[src/rtl/mem_arbiter.sv]
// Two-port arbiter sharing one single-outstanding memory between instruction fetch (IF)
// and data memory (DM) ports. DM has priority, bounded by a starvation counter for IF.
module mem_arbiter #(
  parameter int unsigned LATENCY    = 1,
  parameter int unsigned STARVE_MAX = 4
) (
  input  logic        clk,
  input  logic        rst_n,
  // instruction fetch port
  input  logic        if_en,
  input  logic [31:0] if_addr,
  output logic [31:0] if_data,
  output logic        if_stall,
  // data memory port
  input  logic        dm_ce,
  input  logic        dm_we,
  input  logic [31:0] dm_addr,
  input  logic [31:0] dm_wdata,
  output logic [31:0] dm_rdata,
  output logic        dm_stall,
  // shared memory
  output logic        mem_ce,
  output logic        mem_we,
  output logic [31:0] mem_addr,
  output logic [31:0] mem_wdata,
  input  logic [31:0] mem_rdata
);

  typedef enum logic [1:0] {S_IDLE, S_ISSUE, S_WAIT, S_RESP} state_e;
  typedef enum logic {OWN_IF, OWN_DM} owner_e;

  localparam logic [2:0] WAIT_LOAD = 3'(LATENCY - 1);
  localparam logic [3:0] STARVE_LIM = 4'(STARVE_MAX);

  state_e      state_q,     state_d;
  owner_e      owner_q,     owner_d;
  logic        op_we_q,     op_we_d;
  logic        mem_ce_q,    mem_ce_d;
  logic        mem_we_q,    mem_we_d;
  logic [31:0] mem_addr_q,  mem_addr_d;
  logic [31:0] mem_wdata_q, mem_wdata_d;
  logic [2:0]  wait_cnt_q,  wait_cnt_d;
  logic [3:0]  starve_q,    starve_d;
  logic [31:0] if_data_q,   if_data_d;
  logic [31:0] dm_rdata_q,  dm_rdata_d;
  logic        grant_dm;

  always_comb begin
    // NOTE: every signal gets a default before the case so no path leaves it unassigned (no latch).
    state_d     = state_q;
    owner_d     = owner_q;
    op_we_d     = op_we_q;
    mem_ce_d    = 1'b0;
    mem_we_d    = 1'b0;
    mem_addr_d  = mem_addr_q;
    mem_wdata_d = mem_wdata_q;
    wait_cnt_d  = wait_cnt_q;
    starve_d    = starve_q;
    if_data_d   = if_data_q;
    dm_rdata_d  = dm_rdata_q;
    grant_dm    = dm_ce && !(if_en && (starve_q == STARVE_LIM));

    case (state_q)
      S_IDLE: begin
        if (!if_en) starve_d = 4'd0;
        if (if_en || dm_ce) begin
          state_d  = S_ISSUE;
          mem_ce_d = 1'b1;
          if (grant_dm) begin
            owner_d     = OWN_DM;
            op_we_d     = dm_we;
            mem_we_d    = dm_we;
            mem_addr_d  = dm_addr;
            mem_wdata_d = dm_wdata;
            if (if_en && (starve_q != STARVE_LIM)) starve_d = starve_q + 4'd1;
          end else begin
            owner_d     = OWN_IF;
            op_we_d     = 1'b0;
            mem_addr_d  = if_addr;
            mem_wdata_d = 32'd0;
            starve_d    = 4'd0;
          end
        end
      end
      S_ISSUE: begin
        state_d    = S_WAIT;
        wait_cnt_d = WAIT_LOAD;
      end
      S_WAIT: begin
        if (wait_cnt_q == 3'd0) begin
          state_d = S_RESP;
          // Writes never touch the read-data registers, even for a dropped request.
          if (owner_q == OWN_IF)  if_data_d  = mem_rdata;
          else if (!op_we_q)      dm_rdata_d = mem_rdata;
        end else begin
          wait_cnt_d = wait_cnt_q - 3'd1;
        end
      end
      S_RESP:  state_d = S_IDLE;
      default: state_d = S_IDLE;
    endcase
  end

  // NOTE: sequential state uses non-blocking assignments only; all registers, data included, are reset.
  always_ff @(posedge clk or negedge rst_n) begin
    if (!rst_n) begin
      state_q     <= S_IDLE;
      owner_q     <= OWN_IF;
      op_we_q     <= 1'b0;
      mem_ce_q    <= 1'b0;
      mem_we_q    <= 1'b0;
      mem_addr_q  <= 32'd0;
      mem_wdata_q <= 32'd0;
      wait_cnt_q  <= 3'd0;
      starve_q    <= 4'd0;
      if_data_q   <= 32'd0;
      dm_rdata_q  <= 32'd0;
    end else begin
      state_q     <= state_d;
      owner_q     <= owner_d;
      op_we_q     <= op_we_d;
      mem_ce_q    <= mem_ce_d;
      mem_we_q    <= mem_we_d;
      mem_addr_q  <= mem_addr_d;
      mem_wdata_q <= mem_wdata_d;
      wait_cnt_q  <= wait_cnt_d;
      starve_q    <= starve_d;
      if_data_q   <= if_data_d;
      dm_rdata_q  <= dm_rdata_d;
    end
  end

  assign mem_ce    = mem_ce_q;
  assign mem_we    = mem_we_q;
  assign mem_addr  = mem_addr_q;
  assign mem_wdata = mem_wdata_q;
  assign if_data   = if_data_q;
  assign dm_rdata  = dm_rdata_q;

  // Stall follows the port's own request, so a dropped request never stalls anyone.
  assign if_stall = if_en && !((state_q == S_RESP) && (owner_q == OWN_IF));
  assign dm_stall = dm_ce && !((state_q == S_RESP) && (owner_q == OWN_DM));

endmodule

[config.mk]
export PLATFORM = sky130hd
export DESIGN_NAME = mem_arbiter
export DESIGN_NICKNAME = d
export VERILOG_FILES = /design/src/rtl/mem_arbiter.sv
export SDC_FILE = /design/constraint.sdc
export NUM_CORES = 1
export LEC_CHECK = 0
export CORE_ASPECT_RATIO = 1.25
export CORE_MARGIN = 5
export CORE_UTILIZATION = 55
export DETAILED_ROUTE_END_ITERATION = 16
export DONT_BUFFER_PORTS = 1
export PLACE_DENSITY = 0.73
export SLEW_MARGIN = 0
export SYNTH_ARGS = -nofsm -noshare
export SYNTH_HDL_FRONTEND = slang
export SYNTH_SLANG_ARGS = --single-unit
export TNS_END_PERCENT = 5
[constraint.sdc]
create_clock -name clk -period 4.15 [get_ports clk]
set_input_delay 0.6225 -clock clk [delete_from_list [all_inputs] [get_ports clk]]
set_output_delay 0.6225 -clock clk [all_outputs]
set_load 0.05 [all_outputs]
# Yosys cells after proc, flatten, opt, wreduce, memory -nomap -nowiden
# Cells that the tools add are included.
[classes] addsub=2 eq_ne=8 muxes=17 n_bitwise=2 n_reduce_logical=19
[op_table] op="32-bit 2-to-1 mux" n=2
[op_table] op="4-bit 2-to-1 mux" n=4
[op_table] op="2-bit one-hot mux with 4 select lines" n=1
[op_table] op="1-bit logical AND" n=7
[op_table] op="1-bit 2-to-1 mux" n=6
[op_table] op="2-bit != test, second input constant" n=3
[op_table] op="3-bit one-hot mux with 2 select lines" n=1
[op_table] op="2-bit AND reduction" n=3
[op_table] op="4-bit by 1-bit adder with 4-bit output, second input constant" n=1
[op_table] op="2-bit equality test, second input constant" n=2
[op_table] op="4-bit by 3-bit equality test with 1-bit output, second input constant" n=1
[op_table] op="2-bit 2-to-1 mux" n=2
[op_table] op="4-bit by 3-bit != test with 1-bit output, second input constant" n=1
[op_table] op="4-bit AND reduction" n=1
[op_table] op="1-bit logical NOT" n=3
[op_table] op="3-bit logical NOT" n=1
[op_table] op="3-bit 2-to-1 mux" n=1
[op_table] op="3-bit AND reduction" n=1
[op_table] op="3-bit by 1-bit subtractor with 3-bit output, second input constant" n=1
[op_table] op="2-bit by 1-bit equality test with 1-bit output, second input constant" n=1
[op_table] op="2-bit logical NOT" n=1
[op_table] op="1-bit NOT" n=2
[op_table] op="2-bit nonzero test" n=1
[op_table] op="1-bit logical OR" n=1
[word_totals] regBits=141 in_bits=133 output_inout_bits=132 wordCells=59

# Depth between registers and ports, before layout
[logic_depth] depth_word=7 depth_mapped=8 depth_no_buf=6

# Worst setup path after synthesis
# OpenSTA, ideal clock, no wires.
[synth_timing] kind="input-to-output" startpoint="input port dm_ce" endpoint="output port dm_stall" t_arrival_ps=2341 required_time_ps=3527 path_slack_ps=1187 cell_stages=3 path_buffers=2 path_cell_list="clkbuf_1 -> clkbuf_1 -> a21boi_0"
[synth_via] elab_chain_len=1
[synth_rtl] item="from (decl)" line="15" rtl="input logic dm_ce,"
[synth_rtl] item="1-bit logical AND" line="142" rtl="assign dm_stall = dm_ce && !((state_q == S_RESP) && (owner_q == OWN_DM));"
[synth_rtl] item="to (decl)" line="20" rtl="output logic dm_stall,"
# Every way passes these cells.

# Worst setup path after layout
[layout_timing] startpoint="register state_q[0]" endpoint="register mem_addr_q[6] (netlist: mem_addr[6])"
[layout_via] elab_chain_len=2
[layout_rtl] item="from (decl)" line="35" rtl="state_e state_q, state_d;"
[layout_rtl] item="from (signal assigned)" line="119" rtl="state_q <= state_d;"
[layout_rtl] item="2-bit logical NOT" line="63" rtl="case (state_q)"
[layout_rtl] item="2-bit AND reduction (no source line)"
[layout_rtl] item="to (signal assigned)" line="124" rtl="mem_addr_q <= mem_addr_d;"
[layout_rtl] item="to (decl)" line="40" rtl="logic [31:0] mem_addr_q, mem_addr_d;"
# Every way passes these cells.
# A chain may end at the register's enable or synchronous reset.

==> flow_metrics.py <==
metrics = {
    "clock_network": {
        "clock_insertion_delay_worst_skew_ns": 0.41,
        "count_of_clock_tree_sinks": 141,
        "clkTransAtPathRegs_ns": 0.06,
        "cts_resized": 0,
        "cts-buffers-inserted": 17,
        "clock_tree.buffer_depth": 2,
        "h-tree-depth": 4,
        "cts_post_setup_buffers_inserted": 0,
        "cts_tree": "yes",
        "cts_root_buf": "sky130_fd_sc_hd__clkbuf_16",
        "cts_hold_repair.buffers": 1,
    },
    "sta": {
        "finalCritPeriodShare": 0.6630,
        "timing.final.setup_violations": 0,
        "timing.fmax_mhz": 363.4,
        "max_slew_violation_count": 0,
        "hold_ws_ns": 0.1405,
        "final.setup_skew_ns": 0.01762,
        "worst_slew_margin_relative_to_its_limit": 0.1758,
        "timing.final.crit_period_ns": 2.752,
        "setup_total_negative_slack_ns": 0,
        "grt_setup_unrepaired": "no",
        "tightest_slew_ns": 1.236,
        "finalHoldViolations": 0,
    },
    "critical_path": {
        "crit_path_end": "mem_addr[6]",
        "cp_data_arrival_time_ns": 3.00,
        "worst-r2r-setup-slack_ns": 1.40,
        "worstRegToRegCells": 8,
        "startpoint_of_the_worst_register_to_register_path": "state_q[0]",
        "regToRegEndpoint": "mem_addr[6]",
        "cp-startpoint": "state_q[0]",
        "wp_data_required_ns": 4.40,
        "critical_path.startpoint_type": "flop",
        "end_kind": "flop",
        "worstPathMaxFanout": 67,
        "critPathKind": "reg2reg",
    },
    "global_routing": {
        "groute.usage.overall": 0.2005,
        "grt_pass1_vias": 3845,
        "antenna_found_initial": 0,
        "grt_pass1_wl_um": 20380,
        "global_route.overflow_total": 0,
        "maximum_number_of_pins_on_one_net_before_global_route_repair": 142,
    },
    "synth": {
        "netlist_instances": 462,
        "synth_area_leader_cell": "sky130_fd_sc_hd__dfrtp_1",
        "synth_simple_gate_area_frac": 0.09076,
        "post-synth-top-area-fraction": 0.5924,
        "syn_area_per_cell_um2": 12.89,
        "commonest_register_cell_after_synthesis": "sky130_fd_sc_hd__dfrtp_1",
        "synth-edff-count": 0,
        "syn-num-nets": 604,
        "yosysWarningCount": 0,
        "yosys.area_share.adder": 0.01891,
        "ys_seq_area_frac": 0.5924,
        "synth_xor_area_frac": 0.002941,
        "synth.ff_latch_count": 141,
        "synth_top_family_by_area": "multiplexers",
        "synth.area.top_cells": "sky130_fd_sc_hd__dfrtp_1 (59%), sky130_fd_sc_hd__mux2_4 (7.6%), sky130_fd_sc_hd__mux2_2 (6.6%)",
        "syn-cell-area_mm2": 0.005956,
        "post_synth_mux_area_share": 0.1435,
        "synth_cell_type_count": 33,
        "async_flop_share": 1.000,
        "synth-compound-area-share": 0.1055,
    },
    "finish": {
        "n_fill_cell": 788,
        "layout_commonest_cell": "sky130_fd_sc_hd__dfrtp_1",
        "mostFrequentLayoutCells": "sky130_fd_sc_hd__dfrtp_1 (141), sky130_fd_sc_hd__nand2_1 (66), sky130_fd_sc_hd__mux2_2 (35)",
        "drive_gt1_frac": 0.2273,
        "multi_input_comb_area_mm2": 0.002166,
        "area.sequential_mm2": 0.003528,
        "areaGrowthSynthToFinish_pct": 10.63,
        "final_core_utilization": 0.6207,
        "number_of_inserted_diodes": 0,
        "fin_nets": 592,
    },
    "die": {
        "placeableCoreArea_mm2": 0.01062,
        "dieArea_mm2": 0.01302,
        "initial_core_util": 0.5611,
        "floorplan.io_pins": 265,
        "floorplan.rows": 42,
        "die-height_um": 126.3,
        "width_of_the_die_um": 103.1,
    },
    "drt": {
        "first_iter_violations": 129,
        "detailroute.via_count": 3667,
        "remaining_design_rule_violation_count": 0,
        "detail_route.wl_per_cell_um": 22.68,
        "drt.antenna.violating_nets": 0,
        "detail_route.first_pass.iterations": 4,
        "detail_route.vias_per_cell": 6.173,
        "routed_wl_um": 13470,
    },
    "placement": {
        "dp_hpwl_um": 9336,
        "port-buffer-count": 0,
        "gp_congestion": 0.8013,
    },
    "min_path": {
        "holdCritPathClass": "in2async",
    },
    "run_status": {
        "outcome": "finished, final reports clean",
    },
    "job": {
        "max-cap-violations": 0,
    },
}
routing by layer:
layer / GRT usage / wire length, um / up-vias
met5: 0 / 0 / -
met4: 0.09909 / 425 / 0
met3: 0.07688 / 1477 / 31
met2: 0.3253 / 6775 / 204
met1: 0.2287 / 4795 / 1799
li1: - / - / 1633
synth_stat cells (2+ instances only):
library cell	count
sky130_fd_sc_hd__dfrtp_1	141
sky130_fd_sc_hd__nand2_1	66
sky130_fd_sc_hd__mux2_2	35
sky130_fd_sc_hd__a22o_1	34
sky130_fd_sc_hd__nand4_1	33
sky130_fd_sc_hd__o211ai_1	32
sky130_fd_sc_hd__mux2_4	30
sky130_fd_sc_hd__clkbuf_1	16
sky130_fd_sc_hd__inv_1	15
sky130_fd_sc_hd__buf_2	12
sky130_fd_sc_hd__ha_1	9
sky130_fd_sc_hd__buf_1	4
sky130_fd_sc_hd__and2_1	3
sky130_fd_sc_hd__buf_12	3
sky130_fd_sc_hd__o21ai_0	3
sky130_fd_sc_hd__o22ai_1	3
sky130_fd_sc_hd__a21boi_0	2
sky130_fd_sc_hd__buf_6	2
sky130_fd_sc_hd__nand3_1	2
sky130_fd_sc_hd__nor2_1	2
sky130_fd_sc_hd__o31ai_1	2
sky130_fd_sc_hd__xnor2_1	2
flip-flops by register name (all words and copies together), names as in the netlist:
signal,flops
dm_rdata,32
mem_we,1
owner_q,1
mem_wdata,32
mem_ce,1
if_data,32
starve_q,4
mem_addr,32
op_we_q,1
wait_cnt_q,3
state_q,2
final cells by class:
cell class	count	share of cell area
Clock inverter	14	0.02772
Clock buffer	17	0.06457
Sequential cell	141	0.5355
Timing Repair Buffer	6	0.009875
Multi-Input combinational cell	269	0.3287
Tap cell	132	0.02507
Inverter	15	0.008545
worst min path at each step:
stage | slack [ns] | from | to
floorplan | 0.33 | rst_n | dm_rdata[0]
finish | 0.14 | rst_n | if_data[12]
CTS | 0.23 | rst_n | if_data[17]
global placement | 0.33 | rst_n | dm_rdata[17]
detailed placement | 0.33 | rst_n | if_data[17]
global route | 0.26 | rst_n | dm_rdata[17]
logic make-up (layout without fill, tap and decap cells):
logic type                 Yosys count  in the layout
AOI/OAI and AO/OA                   79             79
adders and majority gates            9              9
xor gates and xnor gates             2              2
muxes                               66             66
DFF                                141            141
buffers and inverters               52             52
and+or+nand+nor                    113            113
critical path: stages, from the launching register on:
cell and delay (ns):
sky130_fd_sc_hd__dfrtp_1 0.40, sky130_fd_sc_hd__inv_1 0.11, sky130_fd_sc_hd__ha_1 0.20, sky130_fd_sc_hd__buf_4 0.26, sky130_fd_sc_hd__o21ai_4 0.09, sky130_fd_sc_hd__buf_4 0.56
sky130_fd_sc_hd__inv_1 0.61, sky130_fd_sc_hd__nand2_1 0.22, sky130_fd_sc_hd__o211ai_1 0.09
through the flow:
stage / worst slack [ns] / cell area, um2 / std cells
2_1_floorplan: 1.187 / 5956 / 462
3_5_place_dp: 1.426 / 5953 / 562
3_3_place_gp: 1.550 / 5953 / 562
5_1_grt: 1.153 / 6589 / 594
4_1_cts: 1.407 / 6589 / 594
6_report: 1.398 / 6589 / 594
Power is left out: the tool's default activity adds up to more than one toggle a clock period on the data nets, which glitch-free logic cannot reach.
